[src/rtl/fetch_stage_if.sv]
// Fetch-stage bus: instruction-memory request port, execute redirect/halt controls
// and the decode-side valid/ready instruction handshake.
interface fetch_stage_if #(
   parameter int unsigned DEPTH  = 4,
   parameter int unsigned WORD_W = 32
);
   localparam int unsigned CNT_W = $clog2(DEPTH) + 1;

   logic              imem_ren;
   logic [WORD_W-1:0] imem_addr;
   logic              imem_ready;
   logic [WORD_W-1:0] imem_rdata;
   logic              redirect;
   logic [WORD_W-1:0] redirect_pc;
   logic              halt;
   logic              instr_valid;
   logic [WORD_W-1:0] instr;
   logic [WORD_W-1:0] instr_pc;
   logic              instr_ready;
   logic [CNT_W-1:0]  fifo_count;

   modport master (
      output imem_ren, imem_addr,
      input  imem_ready, imem_rdata,
      input  redirect, redirect_pc, halt,
      output instr_valid, instr, instr_pc,
      input  instr_ready,
      output fifo_count
   );

   modport slave (
      input  imem_ren, imem_addr,
      output imem_ready, imem_rdata,
      output redirect, redirect_pc, halt,
      input  instr_valid, instr, instr_pc,
      output instr_ready,
      input  fifo_count
   );
endinterface

[src/rtl/fetch_stage.sv]
// Instruction fetch: single-outstanding imem reads into a PC-tagged FIFO feeding decode,
// with redirect flush/discard and a sticky halt.
module fetch_stage #(
   parameter int unsigned       DEPTH    = 4,
   parameter int unsigned       WORD_W   = 32,
   parameter logic [WORD_W-1:0] RESET_PC = '0
) (
   input logic           CLK,
   input logic           nRST,
   fetch_stage_if.master bus
);
   localparam int unsigned      PTR_W = $clog2(DEPTH);
   localparam int unsigned      CNT_W = PTR_W + 1;
   localparam logic [CNT_W-1:0] FULL  = CNT_W'(DEPTH);

   typedef enum logic [0:0] {StIdle, StReq} state_e;

   state_e            r_state, w_state_next;
   logic [WORD_W-1:0] r_pc, r_addr, w_pc_next, w_redirect_pc;
   logic              r_discard, r_halted;
   logic [PTR_W-1:0]  r_wptr, r_rptr;
   logic [CNT_W-1:0]  r_count, w_count_next;
   logic [WORD_W-1:0] r_mem_instr [DEPTH];
   logic [WORD_W-1:0] r_mem_pc    [DEPTH];
   logic              w_resp, w_push, w_pop, w_halted, w_load_addr;
   logic              w_unused_rpc_lo;

   assign w_redirect_pc   = {bus.redirect_pc[WORD_W-1:2], 2'b00};
   assign w_unused_rpc_lo = ^bus.redirect_pc[1:0];

   assign w_resp   = (r_state == StReq) && bus.imem_ready;
   assign w_push   = w_resp && !r_discard && !bus.redirect;
   assign w_pop    = (r_count != '0) && bus.instr_ready && !bus.redirect;
   assign w_halted = r_halted || bus.halt;

   always_comb begin
      w_count_next = r_count + CNT_W'(w_push) - CNT_W'(w_pop);
      w_pc_next    = w_push ? r_pc + WORD_W'(4) : r_pc;
      if (bus.redirect) begin
         w_count_next = '0;
         w_pc_next    = w_redirect_pc;
      end
   end

   // State register
   always_ff @(posedge CLK or negedge nRST) begin
      if (!nRST) r_state <= StIdle;
      else       r_state <= w_state_next;
   end

   // Next state: re-issue only while a slot is still free after this cycle's push/pop
   always_comb begin
      w_state_next = r_state;
      unique case (r_state)
         StIdle: if (!w_halted && !bus.redirect && (r_count < FULL)) w_state_next = StReq;
         StReq: begin
            if (bus.imem_ready) begin
               w_state_next = (!w_halted && (w_count_next < FULL)) ? StReq : StIdle;
            end
         end
         default: w_state_next = StIdle;
      endcase
   end

   // Outputs
   always_comb begin
      bus.imem_ren    = (r_state == StReq);
      bus.imem_addr   = r_addr;
      bus.instr_valid = (r_count != '0);
      bus.instr       = r_mem_instr[r_rptr];
      bus.instr_pc    = r_mem_pc[r_rptr];
      bus.fifo_count  = r_count;
   end

   // The request address only moves when a new request starts, never mid-request
   assign w_load_addr = (w_state_next == StReq) && ((r_state == StIdle) || bus.imem_ready);

   always_ff @(posedge CLK or negedge nRST) begin
      if (!nRST) begin
         r_pc      <= RESET_PC;
         r_addr    <= RESET_PC;
         r_discard <= 1'b0;
         r_halted  <= 1'b0;
      end else begin
         r_pc <= w_pc_next;
         if (w_load_addr) r_addr <= w_pc_next;
         if (w_resp) r_discard <= 1'b0;
         else if ((r_state == StReq) && bus.redirect) r_discard <= 1'b1;
         if (bus.halt) r_halted <= 1'b1;
      end
   end

   always_ff @(posedge CLK or negedge nRST) begin
      if (!nRST) begin
         r_wptr  <= '0;
         r_rptr  <= '0;
         r_count <= '0;
         for (int unsigned i = 0; i < DEPTH; i++) begin
            r_mem_instr[i] <= '0;
            r_mem_pc[i]    <= '0;
         end
      end else begin
         r_count <= w_count_next;
         if (bus.redirect) begin
            r_wptr <= '0;
            r_rptr <= '0;
         end else begin
            r_wptr <= r_wptr + PTR_W'(w_push);
            r_rptr <= r_rptr + PTR_W'(w_pop);
         end
         if (w_push) begin
            r_mem_instr[r_wptr] <= bus.imem_rdata;
            r_mem_pc[r_wptr]    <= r_addr;
         end
      end
   end
endmodule

[src/flat_wrapper.sv]
// flat-port wrapper written by rule: the top's interface ports become plain ports
module fetch_stage_flat 
#(
   parameter int unsigned       DEPTH    = 4,
   parameter int unsigned       WORD_W   = 32,
   parameter logic [WORD_W-1:0] RESET_PC = '0
)
  (CLK, nRST, bus_imem_ren, bus_imem_addr, bus_imem_ready, bus_imem_rdata, bus_redirect, bus_redirect_pc, bus_halt, bus_instr_valid, bus_instr, bus_instr_pc, bus_instr_ready, bus_fifo_count);
  fetch_stage_if #(.DEPTH(DEPTH), .WORD_W(WORD_W)) bus_i ();
  input logic CLK;
  input logic nRST;
  output wire logic [$bits(bus_i.imem_ren)-1:0] bus_imem_ren;
  output wire logic [$bits(bus_i.imem_addr)-1:0] bus_imem_addr;
  input wire logic [$bits(bus_i.imem_ready)-1:0] bus_imem_ready;
  input wire logic [$bits(bus_i.imem_rdata)-1:0] bus_imem_rdata;
  input wire logic [$bits(bus_i.redirect)-1:0] bus_redirect;
  input wire logic [$bits(bus_i.redirect_pc)-1:0] bus_redirect_pc;
  input wire logic [$bits(bus_i.halt)-1:0] bus_halt;
  output wire logic [$bits(bus_i.instr_valid)-1:0] bus_instr_valid;
  output wire logic [$bits(bus_i.instr)-1:0] bus_instr;
  output wire logic [$bits(bus_i.instr_pc)-1:0] bus_instr_pc;
  input wire logic [$bits(bus_i.instr_ready)-1:0] bus_instr_ready;
  output wire logic [$bits(bus_i.fifo_count)-1:0] bus_fifo_count;
  assign bus_imem_ren = bus_i.imem_ren;
  assign bus_imem_addr = bus_i.imem_addr;
  assign bus_i.imem_ready = bus_imem_ready;
  assign bus_i.imem_rdata = bus_imem_rdata;
  assign bus_i.redirect = bus_redirect;
  assign bus_i.redirect_pc = bus_redirect_pc;
  assign bus_i.halt = bus_halt;
  assign bus_instr_valid = bus_i.instr_valid;
  assign bus_instr = bus_i.instr;
  assign bus_instr_pc = bus_i.instr_pc;
  assign bus_i.instr_ready = bus_instr_ready;
  assign bus_fifo_count = bus_i.fifo_count;
  fetch_stage #(.DEPTH(DEPTH), .WORD_W(WORD_W), .RESET_PC(RESET_PC)) u_core (.CLK(CLK), .nRST(nRST), .bus(bus_i));
endmodule
[config.mk]
export PLATFORM = sky130hd
export DESIGN_NAME = fetch_stage_flat
export DESIGN_NICKNAME = d
export VERILOG_FILES = /design/src/rtl/fetch_stage_if.sv /design/src/rtl/fetch_stage.sv /design/src/flat_wrapper.sv
export SDC_FILE = /design/constraint.sdc
export NUM_CORES = 1
export LEC_CHECK = 0
export BUFFER_PORTS_ARGS = -buffer_cell sky130_fd_sc_hd__clkbuf_2
export CORE_AREA = 5 5 227 229
export CTS_BUF_LIST = sky130_fd_sc_hd__clkbuf_16
export DETAILED_ROUTE_END_ITERATION = 7
export DIE_AREA = 0 0 232 234
export PLACE_DENSITY = 0.5
export RECOVER_POWER = 25
export SLEW_MARGIN = 30
export SYNTH_ARGS = -nofsm -noshare
export SYNTH_HDL_FRONTEND = slang
export SYNTH_SLANG_ARGS = --single-unit
export TNS_END_PERCENT = 30
[constraint.sdc]
create_clock -name CLK -period 9.8 [get_ports CLK]
set_clock_uncertainty 0.2 [all_clocks]
set_input_delay 0.98 -clock CLK [delete_from_list [all_inputs] [get_ports CLK]]
set_output_delay 0.98 -clock CLK [all_outputs]
set_load 0.02 [all_outputs]
==> summary.md, run 1 <==
| Metric | Value |
|---|---|
| Max Cap Viol | 2 |
| Critical Path Sink Type | flip-flop |
| CTS H-tree lvls | 2 |
| Antenna violations before repair | 1 |
| Synth top area cells | dfrtp_1 57%, mux2_2 22%, mux4_2 9.9% |
| Port bufs | 168 |
| Clock transition at path regs | 0.06 ns |
| Post-CTS Setup Inserts | 0 |
| DRT Pass-1 Iters | 4 |
| Setup TNS | 0 ns |
| Post-CTS sizing | 0 |
| Slew of the pin with the lowest slew margin | 2.80 ns |
| Starting Density | 29.4% |
| Clock share of power | 43.3% |
| Largest net degree at the start of global routing | 161 |
| Reg2reg start | u_core.bus.fifo_count[1] |
| FILL cells | 4,869 |
| Cts-stage hold buffer count | 0 |
| DP HPWL | 23.0 mm |
| Die X | 232 um |
| Syn nets | 1,047 |
| Clk sinks | 330 |
| Maximum VDD drop | 0.0967 mV |
| First-pass GRT wire length | 57.0 mm |
| Die Area | 54,300 um2 |
| Psw | 801 uW |
| Gate power share | 9.2% |
| Non-Filler Instances | 1,833 |
| Routed WL per cell | 20.1 um |
| Area leader, netlist | dfrtp_1 |
| Setup Crit Path Kind | primary input to flip-flop |
| Via count | 8,786 |
| Tot GR Track Use | 13.6% |
| Flop pwr share | 47.5% |
| Remaining DRCs | 0 |
| Synth Instances | 971 |
| Slew HR | -86.5% |
| Post-Place Cells | 1,766 |
| Num CTS Buffers | 40 |
| Cells on worst reg2reg path | 12 |
| Power Density | 179 nW/um2 |
| Hold Crit Class | flip-flop to flip-flop |
| Drt via density | 4.79 |
| Share of flip-flops with an asynchronous set or reset | 100% |
| Share of cells above drive strength 1 | 50.7% |
| Nets | 1,214 |
| Top Ports | 171 |
| FF-to-FF End | u_core.bus.imem_addr[1] |
| Failing checks | max-capacitance violations, max-slew violations |
| Switch share | 25.8% |
| FF+latch count, synth | 330 |
| Outcome | finished with violations |
| Startpoint Class | primary input |
| CP max FO | 65 |
| List of most frequent post-synthesis cells | 330 x dfrtp_1, 283 x mux2_2, 64 x mux4_2, 47 x nand2_1, 38 x clkbuf_1 |
| Post-Syn Area per Cell | 15.0 um2 |
| Gpl congestion | 0.749 |
| # diodes | 0 |
| Core area | 49,500 um2 |
| Leakage power | 0.00841 uW |
| Remaining global-route overflow | 0 |
| Antenna Nets Post-Route | 0 |
| Final Max Slew Viols | 87 |
| CTS max path bufs | 3 |
| Distinct cells, synth | 47 |
| Req. time, crit path | 10.02 ns |
| Int Pwr | 2300 uW |
| Critical path arrival | 5.42 ns |
| YS warnings | 0 |
| # rows | 82 |
| CTS tree | done |
| Vias in the first global route | 9,301 |
| Register-to-register setup slack | 5.81 ns |
| CP endpoint | u_core.bus.imem_addr[1] |
| Routed WL | 36.9 mm |
| Unrepaired setup endpoints after global routing | no |
| Later-pin clock latency in the skew report | 0.55 ns |
| Root buffer cell | clkbuf_16 |
| DR iter-0 viols | 353 |
| Top-area cell type share of the netlist area | 56.9% |
| Most frequent cell after synthesis | dfrtp_1 |
| # setup viols final | 0 |
| Ys flop type | dfrtp_1 |
| Synth-to-Final Area Change | 19.3% |
| Die Ht | 234 um |
| Final Hold Fails | 0 |
| Min-Delay Path Depth | 1 |
| F_max | 192 MHz |
| Post-synth EDFFs | 0 |
| Core Util, Final | 35.0% |
| Crit. Startpoint | bus_redirect |
| Fin crit share | 53.1% |
| Sequential area share after synthesis | 56.9% |
| Final Critical Period | 5.20 ns |
| Synthesized cell area | 14,500 um2 |
==> power groups by stage <==
| stage | Sequential, uW | Combinational, uW | Clock [uW] |
|---|---|---|---|
| detailed placement | 1500 | 292 | 0 |
| global route | 1490 | 316 | 1450 |
| floorplan | 1480 | 168 | 0 |
| global placement | 1500 | 291 | 0 |
| CTS | 1480 | 293 | 1410 |
| finish | 1470 | 285 | 1350 |
==> per-stage QoR <==
stage               setup WS, ns  total power [uW]  instance area [um2]  hold WS [ns]
floorplan                   5.35              1650                14500         0.269
global placement            3.96              1790                16100         0.282
detailed placement          3.99              1790                16100         0.288
CTS                         4.59              3180                17300         0.300
global route                3.99              3260                17300         0.309
finish                      4.60              3110                17300         0.298
==> state kept, by name, summed over array words and instances (netlist names) <==
signal                 flops
u_core.r_mem_instr       128
u_core.r_mem_pc          128
u_core.bus.imem_addr      32
u_core.r_pc               32
u_core.bus.fifo_count      3
u_core.r_rptr              2
u_core.r_wptr              2
u_core.bus.imem_ren        1
u_core.r_discard           1
u_core.r_halted            1
==> cell type report <==
class	count	area, um2	share of cell area [%]
multi-input cells	572	6030	34.8
clock buffers	41	1030	5.92
flip-flops and latches	330	8270	47.7
clock inverters	24	134	0.773
well taps	672	841	4.85
inverters	11	41.3	0.238
repair buffers	183	987	5.70
==> cells by family after synthesis <==
family                   Yosys count  synth area share [%]
multiplexers                     348                  31.9
AO/OA/AOI/OAI                     54                  2.39
flip-flops                       330                  56.9
AND/OR/NAND/NOR                  149                  5.32
XOR/XNOR                          15                 0.999
adder cells (fa/ha/maj)            6                 0.569
buffers and inverters             69                  1.92
==> cells in the final DEF, fill, tap and decap left out, drive strengths merged, types with 8 or more instances in the layout <==
cell type  synthesis  layout
dfrtp            330     330
or4                8       8
o21ai             20      20
mux2             283     283
xnor2             11      11
clkbuf            38     210
nand2             47      47
clkinv             1      11
nor2              20      20
inv               10      21
nand4             10      10
o211ai             8       8
nand3             20      20
buf               20      14
mux4              64      64
nor4              13      13
==> worst max-delay path, stage by stage <==
cell and delay (ns):
clkbuf_2 0.07, buf_4 0.50, clkinv_1 0.79, and3_1 0.42, ha_1 0.27, inv_1 0.05, ha_1 0.12, inv_1 0.04
fa_1 0.36, xnor3_1 0.20, nor2_1 0.09, o31ai_4 0.65, buf_4 0.43, mux2_2 0.37
==> worst min-delay path by stage <==
stage                                      start  slack (ns)                     end
after CTS                 u_core.r_mem_instr[63]        0.30  u_core.r_mem_instr[63]
after global routing         u_core.r_mem_pc[13]        0.31     u_core.r_mem_pc[13]
after detailed placement  u_core.r_mem_instr[34]        0.29  u_core.r_mem_instr[34]
final                      u_core.r_mem_instr[0]        0.30   u_core.r_mem_instr[0]
after floorplan                   u_core.r_pc[0]        0.27          u_core.r_pc[0]
after global placement       u_core.r_mem_pc[24]        0.28     u_core.r_mem_pc[24]
==> routing by layer <==
metal	vias to the layer above	wire, um	track usage [%]
li1	3932	-	-
met1	4608	16600	18.4
met2	186	17500	21.9
met3	58	2000	3.44
met4	2	890	4.12
met5	-	13	0
No activity file was read; power rests on OpenSTA's default activity.
==> inputs of run 2 (changes only) <==
- PLACE_DENSITY: 0.5 -> 0.52
- clock period: 9.8 -> 4.62 ns (I/O delays scaled with it)
==> run 2 against run 1 <==
Sequential cell count unchanged. Sequential share of layout area decreased by 1.7 points. The flow still finishes with violations (max-capacitance violations, max-slew violations). Final area up 3.8%. Critical path depth fell by 2. Global-route usage down 0.085 points. Total power is 110% higher. Highest routed layer unchanged. Wire length shrank 0.59%. Worst hold slack got worse by 0.25 ns. Final cell count increased by 4.0%. Non-clock buffer count is 65 higher.
==> summary.md, run 2 (same netlist as run 1, synthesis figures left out) <==
| Metric | Value |
|---|---|
| Num CTS Buffers | 40 (unchanged) |
| Layer with the highest usage | met2 |
| Maximum VDD drop | 0.235 mV (+140%) |
| Core area | 49,500 um2 (unchanged) |
| Share of cells above drive strength 1 | 48.3% (-2.4 points) |
| Max Cap Viol | 1 (-1) |
| Final Critical Period | 3.48 ns |
| Crit. Startpoint | u_core.bus.fifo_count[1] |
| Later-pin clock latency in the skew report | 0.56 ns (about the same) |
| Synth-to-Final Area Change | 23.8% |
| Drt via density | 4.74 (-1.1%) |
| CTS H-tree lvls | 2 (unchanged) |
| Reg2reg start | u_core.bus.fifo_count[1] |
| Register-to-register setup slack | 1.14 ns (-4.67 ns) |
| Die Ht | 234 um (unchanged) |
| FILL cells | 4,810 (-1.2%) |
| Met1 Resource Use GR | 17.3% (-1.0 points) |
| Root buffer cell | clkbuf_16 |
| Largest registers | u_core.r_mem_instr x128, u_core.r_mem_pc x128 |
| Gpl congestion | 0.781 (+4.3%) |
| # setup viols final | 0 (unchanged) |
| Final Hold Fails | 0 (unchanged) |
| Power Density | 368 nW/um2 (+110%) |
| DR iter-0 viols | 366 (+3.7%) |
| Met2 GRT Util | 22.3% (+0.37 points) |
| DP HPWL | 22.9 mm (-0.65%) |
| Outcome | finished with violations |
| Die X | 232 um (unchanged) |
| Starting Density | 29.4% (unchanged) |
| Setup Crit Path Kind | flip-flop to flip-flop |
| Final setup margin | 1.14 ns (-3.45 ns) |
| Slew of the pin with the lowest slew margin | 2.27 ns (-0.528 ns) |
| # rows | 82 (unchanged) |
| Largest net degree at the start of global routing | 107 (-34%) |
| Antenna violations before repair | 1 (unchanged) |
| Post-place setup slack | 1.12 ns (-2.87 ns) |
| Setup TNS | 0 ns (unchanged) |
| Routed WL per cell | 19.3 um (-4.4%) |
| Remaining global-route overflow | 0 (unchanged) |
| Via count | 9,033 (+2.8%) |
| Port bufs | 168 (unchanged) |
| Failing checks | max-capacitance violations, max-slew violations |
| Req. time, crit path | 4.85 ns (-5.17 ns) |
| Leakage power | 0.00871 uW (+3.6%) |
| Top Ports | 171 (unchanged) |
| Fin crit share | 75.3% |
| Antenna Nets Post-Route | 0 (unchanged) |
| Clock transition at path regs | 0.06 ns (about the same) |
| DRT Pass-1 Iters | 4 (unchanged) |
| Nets | 1,279 (+5.4%) |
| Hold Crit Class | primary input to flip-flop |
| Remaining DRCs | 0 (unchanged) |
| Post-CTS Setup Inserts | 0 (unchanged) |
| Post-CTS sizing | 0 (unchanged) |
| Multi-input gate area | 6030 um2 (unchanged) |
| Critical Path Sink Type | flip-flop |
| CTS tree | done |
| Slew HR | -51.3% (+35 points) |
| Routed WL | 36.7 mm (-0.59%) |
| Startpoint Class | flip-flop |
| Unrepaired setup endpoints after global routing | no |
| First-pass GRT wire length | 57.2 mm (+0.44%) |
| Critical path arrival | 3.71 ns (-1.71 ns) |
| Cts-stage hold buffer count | 60 (+60) |
| Commonest cells after routing, fill and taps aside | 328 x dfrtp_1, 283 x mux2_2, 167 x clkbuf_2 |
| Final Max Slew Viols | 87 (unchanged) |
| CP max FO | 22 (-66%) |
| M3 GR Usage | 3.97% (+0.53 points) |
| Most common cell after layout, fill and taps aside | dfrtp_1 |
| Clk sinks | 330 (unchanged) |
| Die Area | 54,300 um2 (unchanged) |
| Tot Pwr | 6620 uW (+110%) |
| Vias in the first global route | 9,770 (+5.0%) |
| FF/Latch Area | 8270 um2 (unchanged) |
| F_max | 288 MHz |
| # diodes | 0 (unchanged) |
| Worst hold path startpoint | bus_redirect_pc[27] |
| Tot GR Track Use | 13.5% (-0.085 points) |
| CTS max path bufs | 3 (unchanged) |
## run 2: cell types whose count changed in the layout (fill, tap and decap cells not counted), moves of 2 or more
cell | before | now
clkinv_1 | 7 | 11
buf_12 | 0 | 3
dlygate4sd3_1 | 0 | 60
buf_16 | 2 | 0
buf_4 | 12 | 16
inv_6 | 1 | 4
inv_1 | 20 | 23
clkinvlp_4 | 2 | 0
## run 2: layer usage
layer  wire length (um)  up-vias
li1                   -     4082
met1              15900     4703
met2              17400      182
met3               2240       64
met4               1140        2
met5                 11        -
## run 2: worst max-delay path, cell delays in order (launching register included)
cell and delay (ns):
dfrtp_1 0.41, or3_1 0.40, and3_1 0.21, ha_1 0.27, inv_1 0.06, ha_1 0.13, inv_1 0.04, fa_1 0.36
xnor3_1 0.20, nor2_1 0.09, o31ai_4 0.25, buf_4 0.35, mux2_2 0.37
## run 2: report_power, final
| group | switching, uW | internal, uW | leakage [uW] |
|---|---|---|---|
| Combinational | 394 | 292 | 0.00358 |
| Sequential | 109 | 2980 | 0.00449 |
| Clock | 1230 | 1610 | 0.000628 |
| Total | 1730 | 4880 | 0.00871 |
## run 2: layout make-up
type | instances | share of cell area (%)
Clock buffer | 41 | 5.71
Clock inverter | 32 | 0.835
Inverter | 11 | 0.230
Multi-Input combinational cell | 572 | 33.5
Sequential cell | 330 | 46.0
Tap cell | 672 | 4.68
Timing Repair Buffer | 248 | 9.03
## run 2: worst paths after layout
| check | endpoint | cells past startpoint |
|---|---|---|
| min in group asynchronous | u_core.r_mem_pc[37] | 2 |
| worst min-delay path | u_core.r_pc[27] | 4 |
| worst min register to register | u_core.r_mem_pc[53] | 1 |
| max in group asynchronous | u_core.r_mem_instr[83] | 3 |
| worst max register to register | u_core.bus.imem_addr[5] | 12 |
| worst max-delay path | u_core.bus.imem_addr[5] | 12 |
## run 2: stage by stage
step / instance area (um2) / hold WS (ns) / utilization (%) / instances
2_1_floorplan: 14500 / -0.0336 / - / 971
3_3_place_gp: 16200 / 0.283 / 32.8 / 1773
3_5_place_dp: 16200 / 0.287 / 32.8 / 1773
4_1_cts: 18000 / 0.0154 / 36.4 / 1906
5_1_grt: 18000 / 0.0467 / 36.4 / 1906
6_report: 18000 / 0.0477 / 36.4 / 1906
